<file path="config.mk">
export PLATFORM = sky130hd
export DESIGN_NAME = tpg_bar_counter
export DESIGN_NICKNAME = d
export VERILOG_FILES = /design/src/rtl/tpg_pkg.sv /design/src/rtl/tpg_bar_counter.sv
export SDC_FILE = /design/constraint.sdc
export NUM_CORES = 1
export LEC_CHECK = 0
export CORE_ASPECT_RATIO = 1.1
export CORE_MARGIN = 1
export CORE_UTILIZATION = 45
export DETAILED_ROUTE_END_ITERATION = 8
export PLACE_DENSITY = 0.74
export SYNTH_ARGS = -nofsm -noshare
export SYNTH_HDL_FRONTEND = slang
export SYNTH_SLANG_ARGS = --single-unit
</file>
<file path="constraint.sdc">
create_clock -name clk -period 2.2 [get_ports clk]
set_input_delay 0.44 -clock clk [delete_from_list [all_inputs] [get_ports clk]]
set_output_delay 0.44 -clock clk [all_outputs]
set_load 0.02 [all_outputs]
</file>
<file path="src/rtl/tpg_pkg.sv">
// Shared definitions for the VGA test-pattern generator: mode encodings,
// bar colour table and pipeline latency.
package tpg_pkg;

    typedef enum logic [2:0] {
        TPG_GRID    = 3'd0,
        TPG_BARS    = 3'd1,
        TPG_RAMP    = 3'd2,
        TPG_CHECKER = 3'd3,
        TPG_SOLID   = 3'd4
    } tpg_mode_e;

    localparam int TPG_LAT = 2;

    // One bit per channel {r,g,b}; the top expands each bit to a full channel.
    function automatic logic [2:0] tpg_bar_rgb(input logic [2:0] idx);
        case (idx)
            3'd0:    tpg_bar_rgb = 3'b111;  // white
            3'd1:    tpg_bar_rgb = 3'b110;  // yellow
            3'd2:    tpg_bar_rgb = 3'b011;  // cyan
            3'd3:    tpg_bar_rgb = 3'b010;  // green
            3'd4:    tpg_bar_rgb = 3'b101;  // magenta
            3'd5:    tpg_bar_rgb = 3'b100;  // red
            3'd6:    tpg_bar_rgb = 3'b001;  // blue
            default: tpg_bar_rgb = 3'b000;  // black
        endcase
    endfunction

endpackage

</file>
<file path="src/rtl/tpg_bar_counter.sv">
// Divider-free colour-bar index tracker. bar_idx is registered, so it lines up
// with the stage-1 pipeline registers of the top.
module tpg_bar_counter #(
    parameter int POS_W = 12,
    parameter int BAR_W = 128
) (
    input  logic             clk,
    input  logic             reset_n,
    input  logic             display_on,
    input  logic [POS_W-1:0] hpos,
    output logic [2:0]       bar_idx
);
    import tpg_pkg::*;

    localparam int PX_W = (BAR_W > 1) ? $clog2(BAR_W) : 1;

    logic [PX_W-1:0] bar_px, cur_px, nxt_px;
    logic [2:0]      idx_r, cur_idx, nxt_idx;

    // State holds the position of the pixel now on hpos; hpos==0 forces a fresh line.
    always_comb begin
        cur_px  = (hpos == '0) ? '0 : bar_px;
        cur_idx = (hpos == '0) ? 3'd0 : idx_r;
        nxt_px  = cur_px;
        nxt_idx = cur_idx;
        if (display_on) begin
            if (cur_px == PX_W'(BAR_W - 1)) begin
                nxt_px  = '0;
                nxt_idx = (cur_idx == 3'd7) ? 3'd7 : cur_idx + 3'd1;
            end else begin
                nxt_px  = cur_px + PX_W'(1);
            end
        end
    end

    always_ff @(posedge clk or negedge reset_n) begin
        if (!reset_n) begin
            bar_px  <= '0;
            idx_r   <= 3'd0;
            bar_idx <= 3'd0;
        end else begin
            bar_px  <= nxt_px;
            idx_r   <= nxt_idx;
            bar_idx <= cur_idx;
        end
    end

endmodule

</file>
## Word-level counts from Yosys, hierarchy flattened

Cells that the tools add are included.

| storage, ports and cells | value |
|---|---|
| bits in registers | 13 |
| input bits | 15 |
| output and inout port bits | 3 |
| logic and storage cells | 15 |

| operators by class | value |
|---|---|
| add/sub/neg operators | 2 |
| eq/ne operators | 2 |
| muxes and demuxes | 7 |
| reduce and logical (&&, ||, !) cells | 1 |

Operators with widths:

| operator | count |
|---|---|
| $mux 7 | 3 |
| $logic_not 12->1 | 1 |
| $mux 3 | 4 |
| $add 7x1->7 const B | 1 |
| $eq 7x7->1 const B | 1 |
| $add 3x1->3 const B | 1 |
| $eq 3x3->1 const B | 1 |

## Logic depth before layout (Yosys ltp)

Gate-level depths: netlist (run 1).

| depth | value |
|---|---|
| depth in word-level cells | 6 |
| mapped depth | 9 |

## Least setup slack after synthesis (run 1)

OpenSTA, ideal clock, no wires.

| path | value |
|---|---|
| path type | input port to flip-flop |
| from | input hpos[7] |
| to | register bar_px[5] |
| setup time | 0.096 ns |
| data arrival time | 2.196 ns |
| required time | 2.104 ns |
| slack | -0.092 ns |
| cell stages on the path | 9 |
| path buffers | 2 |
| cells stage by stage | nor4_2 and3_2 buf_6 nor2_1 ha_1 and4_4 buf_6 a22o_1 a311oi_2 |

| between the ends | value |
|---|---|
| longest elaborated chain between the ends | 5 |
| elaborated cells between the ends (all ways) | 6 |
| classes of those cells | add/sub: 1; eq/ne: 1; mux: 3; reduce/logical: 1 |

Ends and longest elaborated chain:

| what | RTL line | source |
|---|---|---|
| start: declaration | tpg_bar_counter.sv:10 | `input logic [POS_W-1:0] hpos,` |
| $logic_not 12->1 (*) | tpg_bar_counter.sv:22 | `cur_px = (hpos == '0) ? '0 : bar_px;` |
| $mux 7 (*) | tpg_bar_counter.sv:22 |  |
| $add 7x1->7 or $eq 7x7->1 (tied branches) | tpg_bar_counter.sv:31, tpg_bar_counter.sv:27 |  |
| $mux 7 | tpg_bar_counter.sv:27 | `if (cur_px == PX_W'(BAR_W - 1)) begin` |
| $mux 7 (*) | tpg_bar_counter.sv:26 | `if (display_on) begin` |
| net nxt_px[5] | tpg_bar_counter.sv:17 | `logic [PX_W-1:0] bar_px, cur_px, nxt_px;` |
| end signal: assignment | tpg_bar_counter.sv:42 | `bar_px <= nxt_px;` |
| end: declaration | tpg_bar_counter.sv:17 |  |

The timed path passes the listed nets; every way through them passes the cells marked *.

## Worst setup path in the final report (run 1)

| path | value |
|---|---|
| from | input hpos[7] |
| to | register idx_r[0] |

| between the ends | value |
|---|---|
| longest elaborated chain between the ends | 6 |
| elaborated cells between the ends (all ways) | 9 |
| classes of those cells | add/sub: 1; eq/ne: 2; mux: 5; reduce/logical: 1 |

Ends and longest elaborated chain:

| what | RTL line | source |
|---|---|---|
| $logic_not 12->1 (*) | tpg_bar_counter.sv:23 | `cur_idx = (hpos == '0) ? 3'd0 : idx_r;` |
| $mux 3 (*) | tpg_bar_counter.sv:23 |  |
| net cur_idx[0] | tpg_bar_counter.sv:18 | `logic [2:0] idx_r, cur_idx, nxt_idx;` |
| $add 3x1->3 or $eq 3x3->1 (tied branches) | tpg_bar_counter.sv:29 | `nxt_idx = (cur_idx == 3'd7) ? 3'd7 : cur_idx + 3'd1;` |
| $mux 3 | tpg_bar_counter.sv:29 |  |
| $mux 3 | tpg_bar_counter.sv:27 |  |
| $mux 3 (*) | tpg_bar_counter.sv:26 |  |
| net nxt_idx[0] | tpg_bar_counter.sv:18 |  |
| end signal: assignment | tpg_bar_counter.sv:43 | `idx_r <= nxt_idx;` |
| end: declaration | tpg_bar_counter.sv:18 |  |

Marks and branches as above.

==> results of run 1 <==
[through the flow]
stage               power (mW)  area [sq um]  hold slack (ns)  setup slack [ns]  instances
detailed placement      0.5344         957.2           0.5533           -0.2106        104
finish                  0.6826         988.4           0.5294           0.08131        108
CTS                     0.6839         983.4           0.5463           0.06574        108
global route            0.7304         988.4           0.5598          -0.01494        108
global placement        0.5283         957.2           0.5267           -0.1739        104
floorplan               0.4606         740.7           0.1444           0.01507         66
[cell usage after synthesis]
cell type | n | share of area, %
o211ai_1 | 2 | 2.1
inv_1 | 2 | 1.1
nor3_1 | 1 | 0.71
and4_1 | 1 | 1.2
nand2b_1 | 1 | 0.88
and3_2 | 1 | 1.1
dfrtp_1 | 13 | 46
a211oi_1 | 2 | 2.1
nor4_2 | 3 | 5.3
xnor2_1 | 3 | 3.7
a22o_1 | 1 | 1.2
a21boi_0 | 1 | 1.1
and3_1 | 1 | 0.88
nor2_1 | 4 | 2.1
buf_6 | 3 | 4.8
o311ai_0 | 1 | 1.2
nand4_1 | 3 | 2.7
a21oi_1 | 4 | 2.8
a31oi_1 | 3 | 2.7
nor2b_1 | 4 | 3.5
or3_1 | 1 | 0.88
and4_4 | 1 | 1.6
o21ai_0 | 2 | 1.4
and2_1 | 1 | 0.88
a311oi_2 | 1 | 2.1
nand3_1 | 2 | 1.4
ha_1 | 2 | 3.5
nand2_1 | 2 | 1.1
[kinds of logic (layout without fill, tap and decap cells)]
group / Yosys count / count (layout) / share of synthesized area [%]
simple gates: 26 / 26 / 24.21
xor+xnor: 3 / 3 / 3.711
flops: 13 / 13 / 45.94
fa+ha+maj: 2 / 2 / 3.533
compound gates: 17 / 17 / 16.78
buf+inv: 5 / 31 / 5.830
[worst max-delay path, delay by kind of cell]
family                     cells  cell delay [ns]
buffers and inverters          2             0.63
and+or+nand+nor                3             0.60
AOI/OAI and AO/OA              2             0.33
adders and majority gates      1             0.24
[routing by layer]
metal	share of wire, %	global-route usage [%]	routed length (um)	vias up
met2	52	36.39	785	28
met3	4.8	6.154	73	6
met4	2.7	12.41	41	0
li1	-	-	-	302
met1	41	25.66	622	297
met5	0	0	0	-
[registers in the layout (all words and copies together), names as in the netlist]
| signal | flops |
|---|---|
| bar_idx | 3 |
| bar_px | 7 |
| idx_r | 3 |
[area by class of cell]
| class | count | area share (%) |
|---|---|---|
| Timing Repair Buffer | 25 | 23.29 |
| Inverter | 2 | 0.7595 |
| Tap cell | 16 | 2.025 |
| Clock buffer | 4 | 2.658 |
| Sequential cell | 13 | 32.91 |
| Multi-Input combinational cell | 48 | 38.35 |
[what timing repair did]
action | 4_1_cts | 5_1_grt
setup endpoints to repair | 0 | 1
hold endpoints to repair | 0 | 0
gates resized for setup | 0 | 1
[power breakdown]
group          switching (mW)  total [mW]  internal [mW]
clock                  0.0778       0.148         0.0703
sequential             0.0669       0.355          0.288
combinational          0.0777       0.180          0.102
total                   0.222       0.683          0.460
[worst paths after layout]
kind | from | slack, ns | endpoint
min reg2reg | bar_px[5] | 0.57 | bar_px[5]
min in group clk | bar_px[5] | 0.57 | bar_px[5]
max in group asynchronous | reset_n | 1.29 | idx_r[0]
min | reset_n | 0.53 | bar_px[6]
max | hpos[7] | 0.08 | idx_r[0]
max reg2reg | bar_px[1] | 0.67 | bar_px[6]
==> flow_metrics.py, run 1 <==
metrics = {
    "synthesis": {
        "ys_types": 28,
        "synthCells": 66,
        "synth_seq_cells": 13,
        "synth_area_per_cell_sq_um": 10.73,
        "synth_warnings": 0,
        "syn_nets": 83,
        "synth-seq-area-share_pct": 45.94,
        "syn-cell-area_sq_um": 708.2,
    },
    "routing": {
        "drc": 0,
        "drt_wl_total_um": 1522,
        "num_vias": 633,
        "dr.pass1.iters": 5,
        "drt_iter0_markers": 12,
        "drtAntennaViolNets": 0,
        "avgViaCountPerCell": 5.861,
        "drt-wirelength-per-cell_um": 14.09,
    },
    "setup_path": {
        "end_kind": "register",
        "critPathRequiredTime_ns": 2.34,
        "slowest_stage": "clkdlybuf4s50_1",
        "path_class": "input pin to register",
        "cp.arrival_ns": 2.26,
        "rr_worst_depth": 6,
        "slowest_delay_ns": 0.44,
        "cp-start-kind": "input pin",
        "crit_path_cell_trace": "clkdlybuf4s50_1, nor4_4, and3_4, buf_4, nor2b_1, ha_1, a21boi_0, a211oi_1",
        "worstPathMaxFanout": 12,
    },
    "clock_tree": {
        "clk_pin_slew_ns": 0.08,
        "cts-hold-fix-buffers": 0,
        "cts_tree": "done",
        "numClockSinks": 13,
        "h-tree-depth": 1,
        "cts-root-buf": "clkbuf_4",
        "clockBufferDepth": 2,
        "numCtsBuffers": 3,
        "clock_latency_ns": 0.28,
        "post_cts_buffers": 0,
    },
    "timing": {
        "setup_tns_ns": 0,
        "fin_crit_sh_pct": 96.30,
        "finalSetupViolCount": 0,
        "worst_pin_slew_ns": 0.5840,
        "hold_violations": 0,
        "timing.fmax_mhz": 472.0,
        "min_period_ns": 2.119,
        "slew_viol_final": 0,
        "rsz0062_at_grt": "yes",
        "slew_headroom_pct": 60.95,
        "skew_ns": 0.003737,
    },
    "floorplan": {
        "num_rows": 14,
        "io_pins": 18,
        "initial_utilization_pct": 49.91,
        "die_h_um": 43.61,
        "die_w_um": 39.83,
        "die_area_sq_um": 1737,
        "core_area_sq_um": 1419,
    },
    "global_route": {
        "gr-total-overflow": 0,
        "grt_max_degree": 14,
        "first_global_vias": 606,
        "grt_usage_pct": 22.42,
        "antenna_found_initial": 0,
        "grt_pass1_wl_um": 2566,
    },
    "place": {
        "portBuffers": 17,
        "gp_congestion": 0.8498,
        "dp_hpwl_um": 1159,
    },
    "pwr": {
        "p_per_area_nw_per_um2": 690.6,
        "ir_drop_uv": 413.1,
        "leakage_nw": 0.4079,
    },
    "layout": {
        "utilization_pct": 69.66,
        "final_common_cell": "clkdlybuf4s50_1",
        "syn_to_final_growth_pct": 39.58,
        "diodes": 0,
        "multi_input_area_sq_um": 379.1,
        "layout_common_cells": "clkdlybuf4s50_1 (17), dfrtp_1 (13), buf_4 (8)",
        "fin_nets": 110,
        "register_area_sq_um": 325.3,
        "n_fill_cell": 115,
        "drive_above_1_share_pct": 20.65,
    },
    "run": {
        "drv_cap": 0,
    },
    "hold_path": {
        "min_path_type": "input pin to asynchronous set/reset pin",
    },
    "status": {
        "outcome": "finished, final reports clean",
    },
}
Power figures use the tool's default switching activity.
==> inputs of run 2 (changes only) <==
clock period = 2.56 ns   (was 2.2 ns; I/O delays follow)
==> run 2 against run 1 <==
Net effect: final area fell by 5.3%; combinational power fell by 17%; sequential share of layout area rose by 1.8 points; via count fell by 1.9%; critical path type unchanged; setup slack improved by 0.23 ns; non-clock buffer count fell by 2; first-iteration DRC count rose to 2.7 times the previous value; final cell count fell by 1.9%; flip-flop and latch count did not move.
==> flow_metrics.py, run 2 (same netlist as run 1, synthesis figures left out) <==
metrics = {
    "timing": {
        "hold_violations": 0,
        "slew_headroom_pct": 61.80,
        "min_period_ns": 2.245,
        "worst_pin_slew_ns": 0.5713,
        "setup_tns_ns": 0,
        "slew_viol_final": 0,
        "rsz0062_at_grt": "no",
        "fin_crit_sh_pct": 87.70,
        "skew_ns": 0.001720,
        "timing.fmax_mhz": 445.4,
        "finalSetupViolCount": 0,
        "worst_slack_ns": 0.3148,
    },
    "pwr": {
        "seqPwrFrac_pct": 52.8,
        "power_frac_comb_pct": 25.9,
        "power_switching_mw": 0.1827,
        "swShare_pct": 31.67,
        "leakage_nw": 0.3940,
        "cell_internal_pwr_mw": 0.3943,
        "p_per_area_nw_per_um2": 616.6,
        "ir_drop_uv": 238.3,
        "power_mw": 0.5771,
        "clockPowerShare_pct": 21.3,
    },
    "run": {
        "drv_cap": 0,
    },
    "clock_tree": {
        "h-tree-depth": 1,
        "numCtsBuffers": 3,
        "clk_pin_slew_ns": 0.08,
        "cts_resized": 0,
        "numClockSinks": 13,
        "cts-root-buf": "clkbuf_4",
        "cts-hold-fix-buffers": 0,
        "clock_latency_ns": 0.27,
        "clockBufferDepth": 2,
        "post_cts_buffers": 0,
        "cts_tree": "done",
    },
    "setup_path": {
        "critPathRequiredTime_ns": 2.74,
        "worstPathMaxFanout": 5,
        "critPathLaunch": "hpos[8]",
        "r2r_slack_ns": 1.03,
        "cp-start-kind": "input pin",
        "rr_worst_depth": 6,
        "worstReg2RegStart": "bar_px[1]",
        "end_kind": "register",
        "reg2reg_to": "bar_px[6]",
        "cp.arrival_ns": 2.43,
        "worstSetupEndpoint": "bar_px[5]",
        "path_class": "input pin to register",
    },
    "layout": {
        "largest_reg_flops": 7,
        "fin_nets": 108,
        "reg_top3": "bar_px x7, bar_idx x3, idx_r x3",
        "diodes": 0,
        "layout_common_cells": "clkdlybuf4s50_1 (17), dfrtp_1 (13), buf_4 (6)",
        "syn_to_final_growth_pct": 32.16,
        "regMostFlops": "bar_px",
        "drive_above_1_share_pct": 16.67,
        "final_common_cell": "clkdlybuf4s50_1",
    },
    "routing": {
        "dr.pass1.iters": 5,
        "drtAntennaViolNets": 0,
        "drt-wirelength-per-cell_um": 13.60,
        "drt_wl_total_um": 1442,
        "num_vias": 621,
        "avgViaCountPerCell": 5.858,
        "drt_iter0_markers": 32,
        "drc": 0,
    },
    "place": {
        "dp_hpwl_um": 1155,
        "post-place-ws_ns": 0.02489,
        "portBuffers": 17,
        "gp_congestion": 0.9011,
    },
    "floorplan": {
        "die_h_um": 43.61,
        "core_area_sq_um": 1419,
        "io_pins": 18,
        "die_w_um": 39.83,
        "die_area_sq_um": 1737,
        "num_rows": 14,
        "initial_utilization_pct": 49.91,
    },
    "global_route": {
        "grt_pass1_wl_um": 2497,
        "grt_usage_pct": 21.64,
        "antenna_found_initial": 0,
        "gr-total-overflow": 0,
        "first_global_vias": 593,
        "grt_max_degree": 14,
    },
    "status": {
        "outcome": "finished, final reports clean",
    },
    "hold_path": {
        "min_path_cells": 2,
        "min_path_type": "register to register",
    },
}
run 2: changes by cell type in the layout (fill, tap and decap cells not counted):
cell and delta:
ha_2 -1, ha_1 +1, buf_4 -2, and3_4 -1
a211oi_1 +1, nor4_2 +3, a211oi_2 -1, and3_2 +1
nor4_4 -3
run 2: worst min-delay path by stage:
stage	startpoint	endpoint
floorplan	reset_n	bar_idx[0]
global placement	idx_r[2]	bar_idx[2]
detailed placement	idx_r[2]	idx_r[2]
CTS	idx_r[2]	idx_r[2]
global route	idx_r[1]	bar_idx[1]
finish	idx_r[2]	idx_r[2]
run 2: power by group through the flow:
| stage | clock network, mW | registers (mW) | logic, mW |
|---|---|---|---|
| 3_5_place_dp | 0 | 0.306 | 0.150 |
| 5_1_grt | 0.138 | 0.315 | 0.169 |
| 3_3_place_gp | 0 | 0.306 | 0.142 |
| 4_1_cts | 0.129 | 0.304 | 0.149 |
| 2_1_floorplan | 0 | 0.293 | 0.101 |
| 6_report | 0.123 | 0.305 | 0.150 |
run 2: metal layers:
metal	wire length, um	up-vias	global-route usage (%)
met4	19	0	10.34
li1	-	293	-
met3	77	4	4.615
met5	0	-	0
met2	732	27	34.10
met1	613	297	27.48
run 2: metrics by stage:
step | std cells | area, sq um | util, % | hold WS, ns
after floorplan | 66 | 708.2 | - | 0.2164
after global placement | 102 | 909.6 | 64.11 | 0.5351
after detailed placement | 102 | 909.6 | 64.11 | 0.5325
after CTS | 106 | 935.9 | 65.96 | 0.5511
after global routing | 106 | 935.9 | 65.96 | 0.5902
final | 106 | 935.9 | 65.96 | 0.5479
run 2: layout make-up:
type | count | area [sq um]
flip-flops and latches | 13 | 325.3
multi-input cells | 48 | 341.6
inverters | 2 | 7.507
clock buffers | 4 | 26.28
repair buffers | 23 | 215.2
fillers | 115 | 483.0
well taps | 16 | 20.02
run 2: worst max-delay path: stages:
cell and delay [ns]:
clkdlybuf4s50_1 0.41, nor4_2 0.31, and3_2 0.27, nor2b_1 0.06, ha_1 0.20, and4_4 0.18, a22o_1 0.23, a311oi_2 0.25
==> inputs of run 3 (changes only) <==
SLEW_MARGIN = 15   (was not set)
clock period = 2.1 ns   (was 2.56 ns; I/O delays follow)
==> run 3 against run 2 <==
Net effect: utilization increased by 4.1 points; combinational power increased by 23%; via count increased by 2.4%; largest power group unchanged; register-to-register slack got worse by 0.40 ns; routed wire length decreased by 6.6%; highest routed layer unchanged; sequential share of layout area decreased by 2.0 points; count of clock-buffer cells in the layout unchanged; critical path type unchanged.
==> flow_metrics.py, run 3 (same netlist as run 1, synthesis figures left out) <==
metrics = {
    "status": {
        "outcome": "finished, final reports clean",
    },
    "setup_path": {
        "cp-start-kind": "input pin",
        "worstPathMaxFanout": 5,
        "cp.arrival_ns": 2.21,
        "end_kind": "register",
        "path_class": "input pin to register",
        "critPathRequiredTime_ns": 2.28,
        "worstReg2RegStart": "bar_px[1]",
        "r2r_slack_ns": 0.63,
        "critPathLaunch": "hpos[5]",
    },
    "pwr": {
        "ir_drop_uv": 338.7,
        "cell_internal_pwr_mw": 0.4814,
        "power_frac_comb_pct": 26.1,
        "p_per_area_nw_per_um2": 709.2,
        "leakage_nw": 0.4208,
        "power_switching_mw": 0.2232,
        "seqPwrFrac_pct": 52.7,
        "swShare_pct": 31.68,
        "clockPowerShare_pct": 21.2,
    },
    "run": {
        "drv_cap": 0,
    },
    "global_route": {
        "grt_usage_pct": 18.30,
        "gr-total-overflow": 0,
        "first_global_vias": 580,
        "grt_pass1_wl_um": 2201,
        "grt_max_degree": 14,
        "antenna_found_initial": 0,
    },
    "timing": {
        "min_period_ns": 2.037,
        "timing.fmax_mhz": 490.9,
        "slew_viol_final": 0,
        "rsz0062_at_grt": "no",
        "worst_pin_slew_ns": 0.5725,
        "whs_ns": 0.5117,
        "fin_crit_sh_pct": 97.00,
        "skew_ns": 0.007890,
        "slew_headroom_pct": 61.72,
        "hold_violations": 0,
        "finalSetupViolCount": 0,
    },
    "place": {
        "portBuffers": 17,
        "gp_congestion": 0.8753,
        "dp_hpwl_um": 1083,
        "place_inst": 104,
    },
    "clock_tree": {
        "cts-hold-fix-buffers": 0,
        "numClockSinks": 13,
        "clk_pin_slew_ns": 0.08,
        "h-tree-depth": 1,
        "cts_tree": "done",
        "cts-root-buf": "clkbuf_4",
        "clockBufferDepth": 2,
        "clock_latency_ns": 0.27,
        "numCtsBuffers": 3,
    },
    "routing": {
        "drc": 0,
        "routed.top_layer": "met4",
        "avgViaCountPerCell": 5.835,
        "wl_met3_um": 71,
        "dr.pass1.iters": 4,
        "drt-wirelength-per-cell_um": 12.36,
        "drt_iter0_markers": 13,
        "drt_wl_total_um": 1347,
        "dr_wl_met2_um": 648,
        "num_vias": 636,
        "drtAntennaViolNets": 0,
        "wl_met1_um": 612,
    },
    "floorplan": {
        "initial_utilization_pct": 49.91,
        "num_rows": 14,
        "die_area_sq_um": 1737,
        "io_pins": 18,
        "core_area_sq_um": 1419,
        "die_h_um": 43.61,
        "die_w_um": 39.83,
    },
    "layout": {
        "largest_reg_flops": 7,
        "register_area_sq_um": 325.3,
        "multi_input_area_sq_um": 374.1,
        "diodes": 0,
        "fin_nets": 111,
        "reg_top3": "bar_px x7, bar_idx x3, idx_r x3",
        "n_fill_cell": 99,
        "regMostFlops": "bar_px",
        "instances_no_fill": 109,
        "layout_common_cells": "clkdlybuf4s50_1 (16), dfrtp_1 (13), buf_4 (9)",
        "final_common_cell": "clkdlybuf4s50_1",
        "drive_above_1_share_pct": 20.43,
        "syn_to_final_growth_pct": 40.28,
    },
    "hold_path": {
        "min_path_type": "input pin to asynchronous set/reset pin",
    },
}
[run 3: changes by cell type in the layout (fill, tap and decap cells not counted), sizes merged]
cell	before	now
buf	6	9
clkdlybuf4s50	17	16
dlymetal6s2s	0	1
[run 3: worst paths after layout]
kind                               to  cells after the start
max                         bar_px[5]                      8
min in group clk            bar_px[5]                      1
min                        bar_idx[2]                      1
min reg2reg                 bar_px[5]                      1
max in group asynchronous   bar_px[4]                      1
max reg2reg                 bar_px[6]                      5
[run 3: layer usage]
layer,global-route usage [%],up-vias
met3,4.615,2
met2,28.52,27
met1,22.95,304
met5,0,-
li1,-,303
met4,8.966,0
[run 3: layout make-up]
type,instances,area share [%]
clock buffers,4,2.645
inverters,2,0.7557
multi-input cells,48,37.66
flip-flops and latches,13,32.75
well taps,16,2.015
repair buffers,26,24.18
[run 3: per-stage QoR]
stage	power (mW)	TNS, ns	cell area [sq um]	util, %	setup WS, ns
2_1_floorplan	0.4822	0	740.7	-	0.01820
3_3_place_gp	0.5549	-1.100	957.2	67.46	-0.2232
5_1_grt	0.7525	0	993.5	70.02	0.002222
4_1_cts	0.7106	0	983.4	69.31	0.03388
3_5_place_dp	0.5592	-1.369	957.2	67.46	-0.2521
6_report	0.7046	0	993.5	70.02	0.06300
[run 3: power groups by stage]
| stage | sequential [mW] | clock (mW) | combinational (mW) |
|---|---|---|---|
| after CTS | 0.368 | 0.155 | 0.187 |
| after global routing | 0.384 | 0.164 | 0.205 |
| after detailed placement | 0.373 | 0 | 0.186 |
| final | 0.371 | 0.149 | 0.184 |
| after global placement | 0.373 | 0 | 0.181 |
| after floorplan | 0.357 | 0 | 0.125 |
[run 3: repair_timing]
| action | CTS | global route |
|---|---|---|
| setup endpoints to repair | 0 | 2 |
| gates resized for setup | 0 | 1 |
| setup buffers | 0 | 1 |
| endpoints found under the hold margin | 0 | 0 |
[run 3: worst max-delay path, cell delays in order]
cell,delay (ns)
clkdlybuf4s50_1,0.44
nor4_4,0.30
and3_4,0.24
nor2b_1,0.05
ha_2,0.19
and4_4,0.19
a22o_1,0.21
a311oi_2,0.18
